$ cat config.mk
export PLATFORM = sky130hd
export DESIGN_NAME = fft_bin_power
export DESIGN_NICKNAME = d
export VERILOG_FILES = /design/src/rtl/fft_bin_power.sv
export SDC_FILE = /design/constraint.sdc
export NUM_CORES = 1
export LEC_CHECK = 0
export ABC_AREA = 1
export ABC_CLOCK_PERIOD_IN_PS = 4650
export CELL_PAD_IN_SITES_DETAIL_PLACEMENT = 0
export CELL_PAD_IN_SITES_GLOBAL_PLACEMENT = 2
export CORE_MARGIN = 2
export CORE_UTILIZATION = 42
export CTS_BUF_LIST = sky130_fd_sc_hd__clkbuf_16
export CTS_CLUSTER_SIZE = 30
export DETAILED_ROUTE_END_ITERATION = 7
export MAX_ROUTING_LAYER = met4
export PLACE_DENSITY = 0.9
export SYNTH_ARGS = -nofsm -noshare
export SYNTH_HDL_FRONTEND = slang
export SYNTH_SLANG_ARGS = --single-unit
$ cat constraint.sdc
create_clock -name clk_in -period 4.65 [get_ports clk_in]
set_clock_uncertainty 0.15 [all_clocks]
set_input_delay 0.93 -clock clk_in [delete_from_list [all_inputs] [get_ports clk_in]]
set_output_delay 0.93 -clock clk_in [all_outputs]
set_load 0.01 [all_outputs]
$ cat src/rtl/fft_bin_power.sv
// fft_bin_power: converts a stream of complex FFT bins into per-bin power words.
//
// Sits between the FFT core output stream and tone_detection_fsm. Each accepted
// bin {im, re} yields one unsigned power word re^2 + im^2, tagged with its bin
// index and a frame-aligned last flag. Frame length is checked against FFT_LEN.
//
// Ports:
//   clk_in     system clock
//   rst_in     asynchronous, active-low reset
//   s_data     input bin, [2*DATA_W-1:DATA_W] = im, [DATA_W-1:0] = re (signed)
//   s_valid    s_data valid
//   s_last     last bin of the input frame
//   s_ready    block can accept a bin this cycle
//   m_data     unsigned power re^2 + im^2 (saturated)
//   m_bin      bin index of m_data
//   m_valid    m_data/m_bin/m_last valid
//   m_last     last output bin of the frame
//   m_ready    downstream accepts
//   frame_err  one-cycle pulse after a bin that ends a malformed frame
//
// Build option: define FFT_BIN_POWER_HALF_SPECTRUM_EN to forward only bins
// 0..FFT_LEN/2-1 (the upper half of a real-input spectrum is a mirror image).
module fft_bin_power #(
    parameter int FFT_LEN = 2048,
    parameter int DATA_W  = 16,
    parameter int IDX_W   = 11
) (
    input  logic                clk_in,
    input  logic                rst_in,
    input  logic [2*DATA_W-1:0] s_data,
    input  logic                s_valid,
    input  logic                s_last,
    output logic                s_ready,
    output logic [2*DATA_W-1:0] m_data,
    output logic [IDX_W-1:0]    m_bin,
    output logic                m_valid,
    output logic                m_last,
    input  logic                m_ready,
    output logic                frame_err
);

    localparam int PW = 2 * DATA_W;
    localparam logic [IDX_W-1:0] LAST_BIN = IDX_W'(FFT_LEN - 1);
    localparam logic [IDX_W-1:0] HALF_LAST = IDX_W'(FFT_LEN / 2 - 1);

    generate
        if (FFT_LEN < 4 || (1 << IDX_W) != FFT_LEN) begin : g_bad_cfg
            $error("fft_bin_power: FFT_LEN must be a power of two >= 4 and equal 2**IDX_W");
        end
    endgenerate

    logic                en_q;
    logic [IDX_W-1:0]    bin_q, bin_d;
    logic                err_q, err_d;
    logic                s1_valid_q, s1_valid_d;
    logic [PW-1:0]       s1_re2_q, s1_re2_d;
    logic [PW-1:0]       s1_im2_q, s1_im2_d;
    logic [IDX_W-1:0]    s1_bin_q, s1_bin_d;
    logic                s1_last_q, s1_last_d;
    logic                m_valid_q, m_valid_d;
    logic [PW-1:0]       m_data_q, m_data_d;
    logic [IDX_W-1:0]    m_bin_q, m_bin_d;
    logic                m_last_q, m_last_d;

    logic signed [PW-1:0] re_x, im_x;
    logic [PW-1:0]        re2, im2;
    logic [PW:0]          sum;
    logic                 s2_load, s1_adv, in_xfer;
    logic                 end_bin, frame_end, keep, tag_last;

    // Sign-extend before squaring so the product is exact in PW bits.
    assign re_x = {{DATA_W{s_data[DATA_W-1]}}, s_data[DATA_W-1:0]};
    assign im_x = {{DATA_W{s_data[PW-1]}}, s_data[PW-1:DATA_W]};
    assign re2  = $unsigned(re_x * re_x);
    assign im2  = $unsigned(im_x * im_x);
    assign sum  = {1'b0, s1_re2_q} + {1'b0, s1_im2_q};

    // m_ready -> s_ready is the only combinational path through the block.
    assign s2_load = !m_valid_q || m_ready;
    assign s1_adv  = s1_valid_q && s2_load;
    assign s_ready = en_q && (!s1_valid_q || s2_load);
    assign in_xfer = s_valid && s_ready;

    assign end_bin   = bin_q == LAST_BIN;
    assign frame_end = s_last || end_bin;

`ifdef FFT_BIN_POWER_HALF_SPECTRUM_EN
    assign keep     = !bin_q[IDX_W-1];
    assign tag_last = s_last || bin_q == HALF_LAST;
`else
    assign keep     = 1'b1;
    assign tag_last = frame_end;
`endif

    always_comb begin
        bin_d      = in_xfer ? (frame_end ? '0 : bin_q + 1'b1) : bin_q;
        err_d      = in_xfer && (s_last != end_bin);
        s1_valid_d = s_ready ? (in_xfer && keep) : s1_valid_q;
        s1_re2_d   = in_xfer ? re2 : s1_re2_q;
        s1_im2_d   = in_xfer ? im2 : s1_im2_q;
        s1_bin_d   = in_xfer ? bin_q : s1_bin_q;
        s1_last_d  = in_xfer ? tag_last : s1_last_q;
        m_valid_d  = s2_load ? s1_valid_q : m_valid_q;
        // Legal inputs keep the sum below 2^(PW-1); only the double most-negative
        // corner reaches it, and it is clamped to full scale.
        m_data_d   = s1_adv ? ((|sum[PW:PW-1]) ? '1 : sum[PW-1:0]) : m_data_q;
        m_bin_d    = s1_adv ? s1_bin_q : m_bin_q;
        m_last_d   = s1_adv ? s1_last_q : m_last_q;
    end

    always_ff @(posedge clk_in or negedge rst_in) begin
        if (!rst_in) begin
            en_q       <= 1'b0;
            bin_q      <= '0;
            err_q      <= 1'b0;
            s1_valid_q <= 1'b0;
            s1_re2_q   <= '0;
            s1_im2_q   <= '0;
            s1_bin_q   <= '0;
            s1_last_q  <= 1'b0;
            m_valid_q  <= 1'b0;
            m_data_q   <= '0;
            m_bin_q    <= '0;
            m_last_q   <= 1'b0;
        end else begin
            en_q       <= 1'b1;
            bin_q      <= bin_d;
            err_q      <= err_d;
            s1_valid_q <= s1_valid_d;
            s1_re2_q   <= s1_re2_d;
            s1_im2_q   <= s1_im2_d;
            s1_bin_q   <= s1_bin_d;
            s1_last_q  <= s1_last_d;
            m_valid_q  <= m_valid_d;
            m_data_q   <= m_data_d;
            m_bin_q    <= m_bin_d;
            m_last_q   <= m_last_d;
        end
    end

    assign m_valid   = m_valid_q;
    assign m_data    = m_data_q;
    assign m_bin     = m_bin_q;
    assign m_last    = m_last_q;
    assign frame_err = err_q;

endmodule

# [Yosys cells after proc, flatten, opt, wreduce, memory -nomap -nowiden]
# Cells that the tools add are included.
[word_totals] register_bits=135
[classes] n_addsub=2 multipliers=2 n_eq_ne=2 muxes=2 n_reduce_logical=10
[op_table] cell="multiplier 16 x 16 -> 32 bit" n=2
[op_table] cell="adder 32 x 32 -> 33 bit" n=1
[op_table] cell="2-to-1 mux 32 bit" n=1
[op_table] cell="adder 11 x 1 -> 11 bit (second input constant)" n=1
[op_table] cell="equality test 11 bit (second input constant)" n=1
[op_table] cell="2-to-1 mux 11 bit" n=1
[op_table] cell="logical AND 1 bit" n=4
[op_table] cell="logical OR 1 bit" n=3
[op_table] cell="zero test 1 bit" n=2
[op_table] cell="OR reduction 2 bit" n=1
[op_table] cell="inequality test 1 bit" n=1

# [Longest topological paths before layout]
[logic_depth] word_depth=6 mapped_depth=27

# [Worst setup path after synthesis]
# Ideal clock, no wire load.
[synth_timing] kind="input to register" from="input s_data[3]" to="register s1_re2_q[23]" arrival_time_ns=6.147 required_time_ns=4.382 setup_slack_ns=-1.765 stages=22 cell_sequence="clkbuf_1 clkbuf_1 nand2_1 fa_1 inv_1 fa_1 fa_1 fa_1 fa_1 inv_1 fa_1 inv_1 ha_1 a21oi_1 o21ai_0 inv_1 nand2_1 inv_1 nand3_1 or2_2 nand3_1 nand2_1"
[synth_between] elab_chain_len=1
[synth_rtl] element="start: declaration" line="30" rtl="input logic [2*DATA_W-1:0] s_data,"
[synth_rtl] element="multiplier 16 x 16 -> 32 bit" line="74" rtl="assign re2 = $unsigned(re_x * re_x);"
[synth_rtl] element="end signal: assignment" line="130" rtl="s1_re2_q <= s1_re2_d;"
[synth_rtl] element="end: declaration" line="56" rtl="logic [PW-1:0] s1_re2_q, s1_re2_d;"
# No other way between the ends.
# A chain may end at the register's enable or synchronous reset.

# [Final worst setup path]
[layout_timing] from="input s_data[31]" to="register s1_im2_q[24]"
[layout_between] elab_chain_len=1
[layout_rtl] element="multiplier 16 x 16 -> 32 bit" line="75" rtl="assign im2 = $unsigned(im_x * im_x);"
[layout_rtl] element="end signal: assignment" line="131" rtl="s1_im2_q <= s1_im2_d;"
[layout_rtl] element="end: declaration" line="57" rtl="logic [PW-1:0] s1_im2_q, s1_im2_d;"
# No other way between the ends.

==> results.md <==
- The run finished, with violations left.
- The checks that failed: setup timing.
- Dividing the detail-routed via count by the number of cells gives 4.77.
- The worst setup path is captured at a flop.
- Data on the critical path is required at its endpoint by 4810 ps.
- The post-synthesis to final-layout area growth is 41.3%.
- The floorplan step defined a die boundary enclosing 0.0646 mm2.
- In the global route stage, met1 resource usage came out at 33.2%.
- The wire length after detailed routing is 74,400 um.
- The estimated wirelength of the detail-placed design is 60,300 um.
- The pre-CTS setup slack is -2220 ps.
- Once detail routing completed, the nets flagged for antenna violations numbered 0.
- The top cell types in the final layout, fill and taps aside, are sky130_fd_sc_hd__inv_1 (765), sky130_fd_sc_hd__nand2_1 (616), sky130_fd_sc_hd__fa_1 (418), sky130_fd_sc_hd__buf_4 (418), sky130_fd_sc_hd__ha_1 (151).
- Setup repair after global routing could not meet its margin everywhere.
- The initial antenna violation count is 0.
- The slew at the pin closest to its max-slew limit is 695 ps.
- The TritonCTS clock tree is yes.
- The smallest setup slack after layout is -1150 ps.
- The overflow left after global routing is 0.
- The count of cell types in the netlist is 44.
- The standard cell with the maximum stage delay on the critical path is sky130_fd_sc_hd__fa_2.
- The post-route netlist has 34.3% of its cells at a drive strength greater than 1.
- The pin count of the biggest net entering global routing is 86.
- The count of warnings emitted by yosys is 0.
- In the finished design, the share of the clock period the worst path needs comes to 125%.
- The chip width is 254 um.
- After floorplanning, the core was divided into 91 placement rows.
- Clock latency on the worst-skew pair, taken at its later pin, is 440 ps.
- Global routing consumed, over all layers together, 24.8% of the routing resources.
- The number of endpoints failing setup at the final stage is 49.
- The first global-routing pass estimated 124,000 um of wire.
- STA puts the critical path data arrival time at 5960 ps.
- After detailed routing, the average wire length per cell comes to 15.6 um.
- The post-synthesis instance area is 0.0263 mm2.
- The largest single stage delay on the critical path is 660 ps.
- The class of the most critical hold timing path is primary input to asynchronous set/reset pin.
- The final period demand of the worst path is 5800 ps.
- Synthesis handed over a netlist of 3,349 instances.
- The met2 capacity usage during global routing is 41.0%.
- The clock buffer count from CTS is 17.
- The tool flagged a number of max-cap violations equal to 0.
- The global routing usage on met3 is 1.61%.
- When the netlist entered floorplanning its net count stood at 4,066.
- The final antenna diode count is 0.
- The placer's final routability congestion estimate is 0.904.
- Dividing the synthesized area by the synthesized cell count gives 7.84 um2.
- The core region is 0.0618 mm2.
- The sequential element share of the synthesized area is 12.7%.
- The clock net in this run drives a total of 133 sinks.
- The via count of the first global-routing pass was 24,600.
- The global routing stage identified its most utilized layer as met2.
- In this design, the critical path's most frequently occurring cell is sky130_fd_sc_hd__fa_1.
- Along the worst path, the maximum fanout reaches 6.
- After clock tree synthesis, the clock-pin slew on the worst setup and hold paths is 70 ps.
- The kind of critical path is primary input to flop.
- The max-slew violation count is 0.
- The final net count is 4,648.
- Port buffering added 83 buffers.
- The worst slew margin relative to its limit is 53.7%.
- In this run, the number of DRC markers left after iteration 0 of detailed routing was 988.
- Before antenna repair, the detailed router went through 5 iterations.
- The number of failing hold endpoints at the final stage is 0.
- The layout filler cell count is 5,376.
- The maximum clock rate is 172 MHz.
- After synthesis the netlist holds a flip-flop and latch count of 133.
- The clock tree root driver cell is sky130_fd_sc_hd__clkbuf_16.
- The buffer levels on the longest clock path is 2.
- In the routed design, unresolved DRC markers number 0.
- 84 I/O pins were placed.
- STA classifies the critical path startpoint as a primary input.
- Once the floorplan was initialized, standard cells occupied 42.5% of the core.
- The die outline height is 254 um.
- Summing over every cut layer, the via total after detailed routing is 22,800.
- Traced cell by cell, the critical path runs through buf_12 -> buf_8 -> buf_6 -> buf_6 -> nand2_4 -> fa_1 -> inv_2 -> fa_2 -> buf_12 -> fa_1 -> fa_1 -> fa_1 -> inv_2 -> fa_1 -> inv_2 -> ha_4 -> nand2_4 -> nor3_4 -> nand3_2 -> nand3_1 -> nand2_1 -> nand3_1 -> nand2_1.
- CTS built an H-tree with a depth of 4.
- The most frequent standard cell in the layout excluding fill and tap cells is sky130_fd_sc_hd__inv_1.
## layer usage
layer,vias up,part of all wire (%),wire length (um)
met3,112,3.2,2420
met2,400,49,36300
li1,11000,-,-
met5,-,0,0
met1,11200,45,33600
met4,0,2.7,2010
## what timing repair did
action	in CTS	in global routing
gates resized for setup	642	299
gates cloned	10	1
buffers inserted	130	32
hold buffers	0	0
endpoints found under the setup margin	52	52
pin swaps	327	226
## cell families (layout without fill, tap and decap cells)
group | count (synthesis) | after routing | share of synthesized area [%]
and+or+nand+nor | 1205 | 1205 | 19.0
buffers and inverters | 1004 | 1599 | 14.5
adders and majority gates | 680 | 680 | 45.8
AOI/OAI and AO/OA | 258 | 258 | 5.84
DFF | 133 | 133 | 12.7
xor gates and xnor gates | 68 | 68 | 2.27
other | 1 | 1 | 0.0143
## critical path, delay by kind of cell
kind          cells  cell delay [ps]
fa+ha+maj         7             3450
simple gates      8              900
buf+inv           8              700
## metrics by stage
stage	hold WS, ps	instances	instance area (um2)	util [%]	setup TNS (ps)
2_1_floorplan	299	3349	28000	-	-45070
3_3_place_gp	310	4589	32400	52.3	-91660
3_5_place_dp	308	4589	32400	52.3	-94220
4_1_cts	326	4759	35900	58.1	-44330
5_1_grt	354	4781	37100	60.0	-50300
6_report	311	4781	37100	60.0	-42460
## cell type report
class                      count  area (um2)  share of cell area (%)
sequential                   133        3330                    8.97
inverter                     915        3490                    9.41
clock inverter                15         154                   0.415
multi-input combinational   2212       22500                    60.5
tap                          837        1050                    2.82
timing repair buffer         652        6200                    16.7
clock buffer                  17         425                    1.15
## path summary, 6_finish.rpt
path,start,endpoint,slack [ps],depth (start not counted)
hold reg to reg,m_bin[7],m_bin[7],320,2
setup reg to reg,s1_re2_q[26],m_data[1],1740,11
min in group clk_in,m_bin[7],m_bin[7],320,2
max in group asynchronous,rst_in,s1_im2_q[4],3240,2
setup / recovery,s_data[31],s1_im2_q[24],-1150,23
hold / removal,rst_in,m_data[30],310,1
## synth_stat cells, drive strengths merged
cell | count | share of area [%]
a211o | 2 | 0.067
a211oi | 2 | 0.057
a21boi | 3 | 0.086
a21o | 3 | 0.086
a21oi | 124 | 2.8
a31o | 4 | 0.13
a31oi | 2 | 0.048
and2 | 3 | 0.076
buf | 16 | 0.35
clkbuf | 73 | 1.0
clkinv | 2 | 0.029
conb | 1 | 0.014
dfrtp | 133 | 13
fa | 468 | 36
ha | 212 | 10
inv | 913 | 13
nand2 | 796 | 11
nand3 | 127 | 2.4
nand3b | 2 | 0.057
nand4 | 33 | 0.79
nor2 | 183 | 2.8
nor3 | 38 | 0.76
nor3b | 1 | 0.029
nor4 | 2 | 0.048
o211ai | 1 | 0.029
o21a | 7 | 0.20
o21ai | 84 | 1.6
o21bai | 23 | 0.66
o31ai | 3 | 0.086
or2 | 20 | 0.48
xnor2 | 43 | 1.4
xor2 | 25 | 0.83
## sequential cells by signal, summed over array words and instances, names as in the netlist
| register | count |
|---|---|
| s1_bin_q | 11 |
| s1_im2_q | 31 |
| m_bin | 11 |
| m_valid | 1 |
| en_q | 1 |
| m_last | 1 |
| m_data | 32 |
| s1_re2_q | 31 |
| bin_q | 11 |
| frame_err | 1 |
| s1_last_q | 1 |
| s1_valid_q | 1 |
Power is left out: the tool's default activity adds up to more than one toggle a clock period on the data nets, which glitch-free logic cannot reach.
